### src/rtl/mc_pkg.sv
// mc_pkg: shared definitions for the multicycle MIPS control unit.
// Holds the FSM state encoding, the supported opcode/funct values, and the
// encodings of every datapath control field driven by mc_ctrl.
package mc_pkg;

  // FSM states; 11 states fit in the 4-bit state register.
  typedef enum logic [3:0] {
    S_FETCH  = 4'd0,
    S_DCD    = 4'd1,
    S_EXE_R  = 4'd2,
    S_EXE_I  = 4'd3,
    S_MA     = 4'd4,
    S_MR     = 4'd5,
    S_MW     = 4'd6,
    S_WB_ALU = 4'd7,
    S_WB_MEM = 4'd8,
    S_BR     = 4'd9,
    S_JMP    = 4'd10
  } state_e;

  // Opcodes (IR[31:26]).
  localparam logic [5:0] OP_RTYPE = 6'h00;
  localparam logic [5:0] OP_J     = 6'h02;
  localparam logic [5:0] OP_JAL   = 6'h03;
  localparam logic [5:0] OP_BEQ   = 6'h04;
  localparam logic [5:0] OP_ORI   = 6'h0D;
  localparam logic [5:0] OP_LUI   = 6'h0F;
  localparam logic [5:0] OP_LW    = 6'h23;
  localparam logic [5:0] OP_SW    = 6'h2B;

  // R-type funct codes (IR[5:0]).
  localparam logic [5:0] FN_ADDU = 6'h21;
  localparam logic [5:0] FN_SUBU = 6'h23;
  localparam logic [5:0] FN_AND  = 6'h24;
  localparam logic [5:0] FN_OR   = 6'h25;
  localparam logic [5:0] FN_SLT  = 6'h2A;

  // ALU function codes.
  localparam logic [2:0] ALU_ADD = 3'd0;
  localparam logic [2:0] ALU_SUB = 3'd1;
  localparam logic [2:0] ALU_AND = 3'd2;
  localparam logic [2:0] ALU_OR  = 3'd3;
  localparam logic [2:0] ALU_SLT = 3'd4;
  localparam logic [2:0] ALU_LUI = 3'd5;

  // Immediate extender modes.
  localparam logic [1:0] EXT_ZERO  = 2'd0;
  localparam logic [1:0] EXT_SIGN  = 2'd1;
  localparam logic [1:0] EXT_UPPER = 2'd2;

  // Register-file destination (A3) select.
  localparam logic [1:0] GPR_RD = 2'd0;
  localparam logic [1:0] GPR_RT = 2'd1;
  localparam logic [1:0] GPR_RA = 2'd2;

  // Register-file write-data (WD) select.
  localparam logic [1:0] WD_ALU = 2'd0;
  localparam logic [1:0] WD_DM  = 2'd1;
  localparam logic [1:0] WD_PC  = 2'd2;

  // Next-PC mode.
  localparam logic [1:0] NPC_PC4 = 2'd0;
  localparam logic [1:0] NPC_BR  = 2'd1;
  localparam logic [1:0] NPC_J   = 2'd2;

  // True when an R-type funct field names a supported instruction.
  function automatic logic funct_supported(input logic [5:0] f);
    logic ok;
    case (f)
      FN_ADDU, FN_SUBU, FN_AND, FN_OR, FN_SLT: ok = 1'b1;
      default:                                 ok = 1'b0;
    endcase
    return ok;
  endfunction

endpackage

### src/rtl/mc_alu_dec.sv
// mc_alu_dec: instruction decoder for the multicycle control unit.
// Maps Funct (R-type) or Op (everything else) to an ALU function code and
// flags whether the instruction is part of the supported subset.
// Ports:
//   op       in  6  IR[31:26]
//   funct    in  6  IR[5:0]
//   alu_op   out 3  ALU function code for this instruction
//   instr_ok out 1  1 = supported opcode (and funct, for R-type)
module mc_alu_dec (
  input  logic [5:0] op,
  input  logic [5:0] funct,
  output logic [2:0] alu_op,
  output logic       instr_ok
);
  import mc_pkg::*;

  // Opcode/funct to ALU code and legality decode.
  always_comb begin
    alu_op   = ALU_ADD;
    instr_ok = 1'b0;
    case (op)
      OP_RTYPE: begin
        instr_ok = funct_supported(funct);
        case (funct)
          FN_ADDU: alu_op = ALU_ADD;
          FN_SUBU: alu_op = ALU_SUB;
          FN_AND:  alu_op = ALU_AND;
          FN_OR:   alu_op = ALU_OR;
          FN_SLT:  alu_op = ALU_SLT;
          default: alu_op = ALU_ADD;
        endcase
      end
      OP_ORI: begin
        alu_op   = ALU_OR;
        instr_ok = 1'b1;
      end
      OP_LUI: begin
        alu_op   = ALU_LUI;
        instr_ok = 1'b1;
      end
      OP_LW, OP_SW: begin
        alu_op   = ALU_ADD;
        instr_ok = 1'b1;
      end
      OP_BEQ: begin
        alu_op   = ALU_SUB;
        instr_ok = 1'b1;
      end
      OP_J, OP_JAL: begin
        alu_op   = ALU_ADD;
        instr_ok = 1'b1;
      end
      default: begin
        alu_op   = ALU_ADD;
        instr_ok = 1'b0;
      end
    endcase
  end

endmodule

### src/rtl/mc_ctrl.sv
// mc_ctrl: Moore-style multicycle control unit for the MIPS datapath.
// Sequences each instruction through FETCH/DCD/EXE/MEM/WB states and drives
// every datapath write enable and mux select as a combinational decode of
// the state register plus Op, Funct and Zero.
// Ports:
//   clk     in  1  system clock, rising edge
//   rst     in  1  synchronous active-low reset
//   Op      in  6  IR[31:26]
//   Funct   in  6  IR[5:0]
//   Zero    in  1  ALU zero flag (used only in BR)
//   PCWr    out 1  PC write enable
//   IRWr    out 1  IR write enable
//   RFWr    out 1  register file write enable
//   DMWr    out 1  data memory write enable
//   BSel    out 1  ALU B source (0 RD2, 1 immediate)
//   ALUOp   out 3  ALU function code
//   EXTOp   out 2  immediate extender mode
//   GPRSel  out 2  A3 select (rd, rt, 31)
//   WDSel   out 2  WD select (ALU, DM, PC)
//   NPCOp   out 2  next-PC mode (PC+4, branch, jump)
//   Illegal out 1  one-cycle pulse in DCD for unsupported instructions
module mc_ctrl #(
  parameter int ST_W = 4
) (
  input  logic       clk,
  input  logic       rst,
  input  logic [5:0] Op,
  input  logic [5:0] Funct,
  input  logic       Zero,
  output logic       PCWr,
  output logic       IRWr,
  output logic       RFWr,
  output logic       DMWr,
  output logic       BSel,
  output logic [2:0] ALUOp,
  output logic [1:0] EXTOp,
  output logic [1:0] GPRSel,
  output logic [1:0] WDSel,
  output logic [1:0] NPCOp,
  output logic       Illegal
);
  import mc_pkg::*;

  logic [ST_W-1:0] state_r;
  state_e          cur_s;
  state_e          next_s;

  logic [2:0] dec_alu_s;
  logic       dec_ok_s;

  logic       pcwr_s;
  logic       irwr_s;
  logic       rfwr_s;
  logic       dmwr_s;
  logic       illegal_s;

  mc_alu_dec u_alu_dec (
    .op       (Op),
    .funct    (Funct),
    .alu_op   (dec_alu_s),
    .instr_ok (dec_ok_s)
  );

  assign cur_s = state_e'(state_r);

  // State register with synchronous active-low reset to FETCH.
  always_ff @(posedge clk) begin
    if (!rst) begin
      state_r <= ST_W'(S_FETCH);
    end else begin
      state_r <= ST_W'(next_s);
    end
  end

  // Next-state and output decode; unused selects default to 0.
  always_comb begin
    next_s    = S_FETCH;
    pcwr_s    = 1'b0;
    irwr_s    = 1'b0;
    rfwr_s    = 1'b0;
    dmwr_s    = 1'b0;
    illegal_s = 1'b0;
    BSel      = 1'b0;
    ALUOp     = ALU_ADD;
    EXTOp     = EXT_ZERO;
    GPRSel    = GPR_RD;
    WDSel     = WD_ALU;
    NPCOp     = NPC_PC4;
    case (cur_s)
      S_FETCH: begin
        irwr_s = 1'b1;
        pcwr_s = 1'b1;
        NPCOp  = NPC_PC4;
        next_s = S_DCD;
      end
      S_DCD: begin
        // The decoder covers both unknown opcodes and unknown R-type functs.
        if (!dec_ok_s) begin
          illegal_s = 1'b1;
          next_s    = S_FETCH;
        end else begin
          case (Op)
            OP_RTYPE:       next_s = S_EXE_R;
            OP_ORI, OP_LUI: next_s = S_EXE_I;
            OP_LW, OP_SW:   next_s = S_MA;
            OP_BEQ:         next_s = S_BR;
            OP_J, OP_JAL:   next_s = S_JMP;
            default: begin
              illegal_s = 1'b1;
              next_s    = S_FETCH;
            end
          endcase
        end
      end
      S_EXE_R: begin
        BSel   = 1'b0;
        ALUOp  = dec_alu_s;
        next_s = S_WB_ALU;
      end
      S_EXE_I: begin
        BSel  = 1'b1;
        ALUOp = dec_alu_s;
        if (Op == OP_LUI) begin
          EXTOp = EXT_UPPER;
        end else begin
          EXTOp = EXT_ZERO;
        end
        next_s = S_WB_ALU;
      end
      S_MA: begin
        BSel  = 1'b1;
        EXTOp = EXT_SIGN;
        ALUOp = ALU_ADD;
        if (Op == OP_LW) begin
          next_s = S_MR;
        end else begin
          next_s = S_MW;
        end
      end
      S_MW: begin
        dmwr_s = 1'b1;
        next_s = S_FETCH;
      end
      S_MR: begin
        // Memory read latency cycle; nothing is written.
        next_s = S_WB_MEM;
      end
      S_WB_ALU: begin
        rfwr_s = 1'b1;
        WDSel  = WD_ALU;
        if (Op == OP_RTYPE) begin
          GPRSel = GPR_RD;
        end else begin
          GPRSel = GPR_RT;
        end
        next_s = S_FETCH;
      end
      S_WB_MEM: begin
        rfwr_s = 1'b1;
        WDSel  = WD_DM;
        GPRSel = GPR_RT;
        next_s = S_FETCH;
      end
      S_BR: begin
        ALUOp  = ALU_SUB;
        NPCOp  = NPC_BR;
        pcwr_s = Zero;
        next_s = S_FETCH;
      end
      S_JMP: begin
        pcwr_s = 1'b1;
        NPCOp  = NPC_J;
        // PC already holds PC+4 after FETCH, so it is the link value.
        if (Op == OP_JAL) begin
          rfwr_s = 1'b1;
          GPRSel = GPR_RA;
          WDSel  = WD_PC;
        end else begin
          rfwr_s = 1'b0;
        end
        next_s = S_FETCH;
      end
      default: begin
        next_s = S_FETCH;
      end
    endcase
  end

  // Write strobes are suppressed for as long as reset is held.
  assign PCWr    = rst & pcwr_s;
  assign IRWr    = rst & irwr_s;
  assign RFWr    = rst & rfwr_s;
  assign DMWr    = rst & dmwr_s;
  assign Illegal = rst & illegal_s;

endmodule

### config.mk
export PLATFORM = sky130hd
export DESIGN_NAME = mc_ctrl
export DESIGN_NICKNAME = d
export VERILOG_FILES = /design/src/rtl/mc_pkg.sv /design/src/rtl/mc_alu_dec.sv /design/src/rtl/mc_ctrl.sv
export SDC_FILE = /design/constraint.sdc
export NUM_CORES = 1
export LEC_CHECK = 0
export ABC_AREA = 1
export BUFFER_PORTS_ARGS = -buffer_cell sky130_fd_sc_hd__buf_2
export CELL_PAD_IN_SITES_DETAIL_PLACEMENT = 0
export CELL_PAD_IN_SITES_GLOBAL_PLACEMENT = 1
export CORE_MARGIN = 2
export CORE_UTILIZATION = 28
export CTS_CLUSTER_SIZE = 25
export DETAILED_ROUTE_END_ITERATION = 16
export PLACE_DENSITY = 0.8
export SLEW_MARGIN = 20
export SYNTH_ARGS = -nofsm -noshare
export SYNTH_HDL_FRONTEND = slang
export SYNTH_SLANG_ARGS = --single-unit
### constraint.sdc
create_clock -name clk -period 3 [get_ports clk]
set_input_delay 0.15 -clock clk [delete_from_list [all_inputs] [get_ports clk]]
set_output_delay 0.15 -clock clk [all_outputs]
set_load 0.1 [all_outputs]
==> results of run 1 <==
-- worst paths after layout --
path	start	endpoint	cells after the start
max	cur_s[2]	RFWr	6
min	rst	cur_s[1]	3
max reg2reg	cur_s[3]	cur_s[1]	8
min reg2reg	cur_s[1]	cur_s[1]	4
-- routing by layer --
layer | routed length (µm) | part of all wire, % | global-route usage (%) | vias to the layer above
met5 | 0 | 0 | 0 | -
met4 | 9 | 0.58 | 4.29 | 0
met3 | 71 | 4.6 | 2.16 | 2
met2 | 750 | 48 | 23.7 | 23
met1 | 723 | 46 | 18.4 | 343
li1 | - | - | - | 416
-- logic make-up after synthesis --
kind of cell / Yosys count
and+or+nand+nor: 68
buffers and inverters: 22
AOI/OAI and AO/OA: 13
DFF: 4
-- worst reg2reg max path, cell delays in order, from the launching register on --
cell,delay [ns]
dfxtp_1,0.36
inv_1,0.05
nand2_1,0.12
inv_1,0.08
nand2_1,0.10
inv_2,0.06
and2_1,0.15
nand2_1,0.06
a21oi_1,0.06
-- power breakdown --
| group | total (mW) | switching [mW] | internal (mW) |
|---|---|---|---|
| sequential | 0.0589 | 0.00253 | 0.0564 |
| clock | 0.0662 | 0.0215 | 0.0447 |
| combinational | 0.114 | 0.0887 | 0.0254 |
| total | 0.239 | 0.113 | 0.126 |
-- placed cells by master (no fill, tap or decap), drive strengths merged --
cell / count
a211oi: 1
nand3: 12
buf: 31
clkinv: 1
inv: 21
clkbuf: 3
a31oi: 1
nor4: 3
o22a: 2
nor3: 3
o21ai: 3
a21oi: 4
o22ai: 1
dfxtp: 4
nand4: 2
a22oi: 1
nand2: 20
nor2: 27
and2: 1
-- through the flow --
stage,hold slack (ns),utilization (%),total power [mW],worst slack (ns)
after global placement,0.547,39.8,0.174,1.43
after detailed placement,0.547,39.8,0.174,1.40
after global routing,0.329,41.0,0.256,1.02
final,0.294,41.0,0.239,1.16
after CTS,0.302,41.0,0.242,1.14
after floorplan,0.371,-,0.146,-0.535
-- area by class of cell --
type	instances	area (µm²)
inverters	22	82.6
repair buffers	31	155
multi-input cells	81	413
well taps	27	33.8
clock buffers	3	22.5
fillers	235	1130
flip-flops and latches	4	80.1
==> reports/results.tsv, run 1 <==
stage	metric	value	unit
run_status	status	complete, no violations	
logic_synthesis	top post-synthesis cells by area	nor2_1 17%, dfxtp_1 14%, inv_1 13%	
grt	GR Overflow Total	0	
detailed_routing	DR WL/cell	9.26	µm
sta	max-slew violations	0	
sta	fmax	545	MHz
detailed_routing	routed vias/inst	4.67	
logic_synthesis	top post-synthesis cells by count	25 x nor2_1, 19 x inv_1, 19 x nand2_1	
logic_synthesis	syn nets	122	
logic_synthesis	top-area cell type share of the netlist area	16.8	%
placed_design	placed cell area	764	µm²
sta	final hold violation count	0	
logic_synthesis	Simple-Gate Fraction of Synth Area	56.6	%
logic_synthesis	post-synthesis cell type count	22	
power_and_ir_drop	PD cells	304	nW/µm²
power_and_ir_drop	LEAKAGE	0.453	nW
logic_synthesis	async set-reset flop share out of synthesis	0	%
sta	RSZ-0062 raised after global routing	false	
finish	fin area	787	µm²
detailed_routing	DR pass1 iterations	4	
placed_design	RePlAce Congestion	0.806	
detailed_routing	DR iter-0 viols	22	
logic_synthesis	Avg Cell Area, Syn	5.23	µm²
floorplan	Die Ht	48.7	µm
finish	Final #Nets	158	
flow_run	max_cap viols	0	
logic_synthesis	Synth warnings	0	
critical_path	CP max stage delay	0.43	ns
sta	Setup Viol. Count Final	0	
grt	initial antenna violation count	0	
critical_path	flop-to-flop setup slack	1.84	ns
logic_synthesis	Adder-Cell Fraction of Synth Area	0	%
critical_path	Max Fanout on Critical Path	6	
critical_path	Cell Chain, Critical Path	inv_1 -> nand2_1 -> nor4_4 -> nor2_1 -> nor2_2 -> buf_2	
critical_path	CP required	2.85	ns
critical_path	Worst setup EP type	primary output	
finish	Finished Layout Cells	168	
sta	final period utilization	61.2	%
critical_path	CP top delay family	simple AND/OR/NAND/NOR gates	
clocking	clk sinks	4	
clocking	Reg clk slew, reported paths	0.04	ns
logic_synthesis	Post-synth EDFFs	0	
logic_synthesis	sequential area share after synthesis	14.3	%
detailed_routing	DRC viols	0	
floorplan	Initial Util	29.1	%
critical_path	CP max-delay cell	buf_2	
grt	first-pass GRT wire length	2730	µm
sta	clock skew	0.00309	ns
sta	Slew headroom	67.7	%
logic_synthesis	Synth area leader	nor2_1	
clocking	CTS resizes	0	
clocking	htree depth	1	
clocking	CTS buffer count	3	
floorplan	Core Area	1920	µm²
logic_synthesis	Yosys reg bits	4	
grt	vias in the first global route	677	
clocking	Max clock buf depth	2	
grt	largest net degree at the start of global routing	10	
logic_synthesis	Post-synth top flop	dfxtp_1	
detailed_routing	via count	784	
grt	GRT Total Usage	14.1	%
sta	min Tclk post-route	1.84	ns
critical_path	Crit Path Class	flip-flop to primary output	
power_and_ir_drop	Peak supply drop	0.198	mV
min_path	min-delay worst type	input pin to flip-flop	
clocking	Worst-Skew Late Latency	0.23	ns
floorplan	IO Count	32	
logic_synthesis	portion of netlist area occupied by mux cells	0	%
placed_design	Post-DP HPWL	1370	µm
critical_path	Worst Path Arrival	1.69	ns
finish	Area growth, synth to finish	40.7	%
detailed_routing	Routed Antenna Nets	0	
detailed_routing	total wire length	1560	µm
logic_synthesis	Compound-Gate Fraction of Synth Area	14.3	%
sta	final setup TNS	0	ns
floorplan	die area	2370	µm²
clocking	post-CTS setup buffers	0	
critical_path	Critical path buffers and inverters	2	
placed_design	Post-Place Cells	165	
placed_design	number of port buffers	31	
logic_synthesis	Post-Synthesis Cells	107	
clocking	clock root cell	clkbuf_4	
critical_path	CP Launch Type	flip-flop	
clocking	hold bufs inserted after CTS	0	
finish	share of layout cells above drive strength 1	31.9	%
logic_synthesis	largest family of logic cells by synthesized area	simple AND/OR/NAND/NOR gates	
logic_synthesis	most frequent cell after synthesis	nor2_1	
finish	max reg flops	4	
logic_synthesis	Cell Area, Synth	559	µm²
floorplan	Rows	16	
sta	worst slew pin tran	0.487	ns
floorplan	Die Wd	48.7	µm
clocking	TritonCTS clock tree	yes	
logic_synthesis	xor and xnor area share after synthesis	0	%
finish	n_diodes	0	
No activity file was read; power rests on OpenSTA's default activity.
==> inputs of run 2 (changes only) <==
- CORE_UTILIZATION: 28 -> 26
- PLACE_DENSITY: 0.8 -> 0.75
- clock period: 3 -> 1.7 ns (I/O delays scaled with it)
==> reports/results.tsv, run 2 (synthesized netlist as in run 1, its figures left out) <==
stage	metric	value	unit
sta	Setup Viol. Count Final	0	
grt	GRT Total Usage	15.8	%
critical_path	CP max-delay cell	buf_2	
clocking	CTS buffer count	3	
critical_path	Worst R2R Path Depth	8	
detailed_routing	DR iter-0 viols	17	
min_path	hold depth	4	
power_and_ir_drop	LEAKAGE	0.501	nW
sta	worst slew pin tran	0.486	ns
finish	share of layout cells above drive strength 1	46.5	%
detailed_routing	total wire length	1780	µm
floorplan	Initial Util	27.9	%
clocking	Max clock buf depth	2	
detailed_routing	routed vias/inst	4.72	
finish	commonest cells after routing, fill and taps aside	22 x buf_2, 17 x nand2_1, 16 x nor2_1, 16 x inv_1, 12 x nand3_1	
sta	min Tclk post-route	1.61	ns
placed_design	Placement Setup Slack	0.310	ns
clocking	post-CTS setup buffers	0	
finish	most common cell after layout, fill and taps aside	buf_2	
critical_path	R2R Path End	cur_s[1]	
min_path	min-delay worst type	input pin to flip-flop	
clocking	Reg clk slew, reported paths	0.04	ns
critical_path	flop-to-flop setup slack	0.36	ns
critical_path	r2r startpoint	cur_s[3]	
clocking	hold bufs inserted after CTS	0	
critical_path	Worst setup EP type	primary output	
critical_path	Cell Chain, Critical Path	inv_2 -> nand2_4 -> nor4_4 -> buf_2	
floorplan	Core Area	2000	µm²
sta	final period utilization	94.9	%
sta	fmax	620	MHz
grt	first-pass GRT wire length	3110	µm
critical_path	CP max stage delay	0.47	ns
detailed_routing	DR WL/cell	10.5	µm
flow_run	max_cap viols	0	
placed_design	Post-DP HPWL	1550	µm
clocking	clk sinks	4	
power_and_ir_drop	PD cells	470	nW/µm²
floorplan	IO Count	32	
sta	RSZ-0062 raised after global routing	false	
clocking	htree depth	1	
critical_path	Critical path buffers and inverters	2	
critical_path	Max Fanout on Critical Path	6	
detailed_routing	DR pass1 iterations	4	
critical_path	Worst Path Arrival	1.53	ns
grt	GR Overflow Total	0	
finish	max reg flops	4	
sta	final hold slack	0.236	ns
grt	initial antenna violation count	0	
clocking	clock root cell	clkbuf_4	
sta	final setup TNS	0	ns
min_path	WHS Endpoint	cur_s[2]	
min_path	HP Start	Op[2]	
sta	max-slew violations	0	
critical_path	Crit Path Class	flip-flop to primary output	
power_and_ir_drop	total power	0.481	mW
power_and_ir_drop	Peak supply drop	0.405	mV
sta	final worst setup slack	0.0864	ns
floorplan	Rows	16	
clocking	TritonCTS clock tree	yes	
critical_path	CP Launch Type	flip-flop	
clocking	Worst-Skew Late Latency	0.24	ns
sta	Slew headroom	67.8	%
detailed_routing	Routed Antenna Nets	0	
floorplan	die area	2540	µm²
grt	largest net degree at the start of global routing	7	
critical_path	CP top delay family	buffers and inverters	
finish	Area growth, synth to finish	83.0	%
detailed_routing	via count	798	
run_status	status	complete, no violations	
finish	Final #Nets	159	
floorplan	Die Wd	50.4	µm
finish	n_diodes	0	
sta	final hold violation count	0	
grt	vias in the first global route	729	
sta	clock skew	0.00203	ns
floorplan	Die Ht	50.4	µm
placed_design	RePlAce Congestion	0.826	
detailed_routing	DRC viols	0	
critical_path	CP required	1.62	ns
placed_design	number of port buffers	31	
==> run 2: through the flow <==
step                      util [%]  instances  area (µm²)
final                         51.1        169        1020
after detailed placement      49.4        166         990
after CTS                     50.6        169        1010
after global routing          51.1        169        1020
after floorplan                  -        107         673
after global placement        49.4        166         990
==> run 2: layout make-up <==
type / count / area, µm²
Multi-Input combinational cell: 81 / 515
Inverter: 22 / 82.6
Timing Repair Buffer: 32 / 285
Fill cell: 223 / 978
Tap cell: 27 / 33.8
Clock buffer: 3 / 22.5
Sequential cell: 4 / 83.8
==> run 2: power breakdown <==
part	total [mW]	internal, mW	switching [mW]	leakage (nW)
logic	0.255	0.0754	0.179	0.453
registers	0.107	0.100	0.00631	0.0338
clock network	0.120	0.0791	0.0406	0.0138
==> run 2: routing by layer <==
| metal | vias up | global-route usage [%] | share of wire (%) | wire length, µm |
|---|---|---|---|---|
| met2 | 32 | 26.1 | 48 | 853 |
| met4 | 0 | 5.41 | 0.79 | 14 |
| li1 | 418 | - | - | - |
| met1 | 344 | 20.6 | 46 | 824 |
| met5 | - | 0 | 0 | 0 |
| met3 | 4 | 2.68 | 5.0 | 89 |
==> run 2: how the worst max path moves through the flow <==
stage | startpoint | end | depth (start not counted)
floorplan | cur_s[2] | RFWr | 5
global placement | cur_s[1] | GPRSel[1] | 3
detailed placement | cur_s[2] | ALUOp[0] | 6
CTS | cur_s[2] | ALUOp[0] | 6
global route | cur_s[2] | GPRSel[1] | 4
finish | cur_s[2] | GPRSel[1] | 4
==> run 2: repair_timing <==
action,in CTS,in global routing
gates resized for setup,0,3
hold endpoints to repair,0,0
setup endpoints to repair,0,2
==> run 2: tightest hold or removal path: cells and delay by family <==
| kind | cells | cell delay [ns] |
|---|---|---|
| AOI/OAI and AO/OA | 1 | 0.08 |
| buffers and inverters | 1 | 0.10 |
| and+or+nand+nor | 2 | 0.16 |
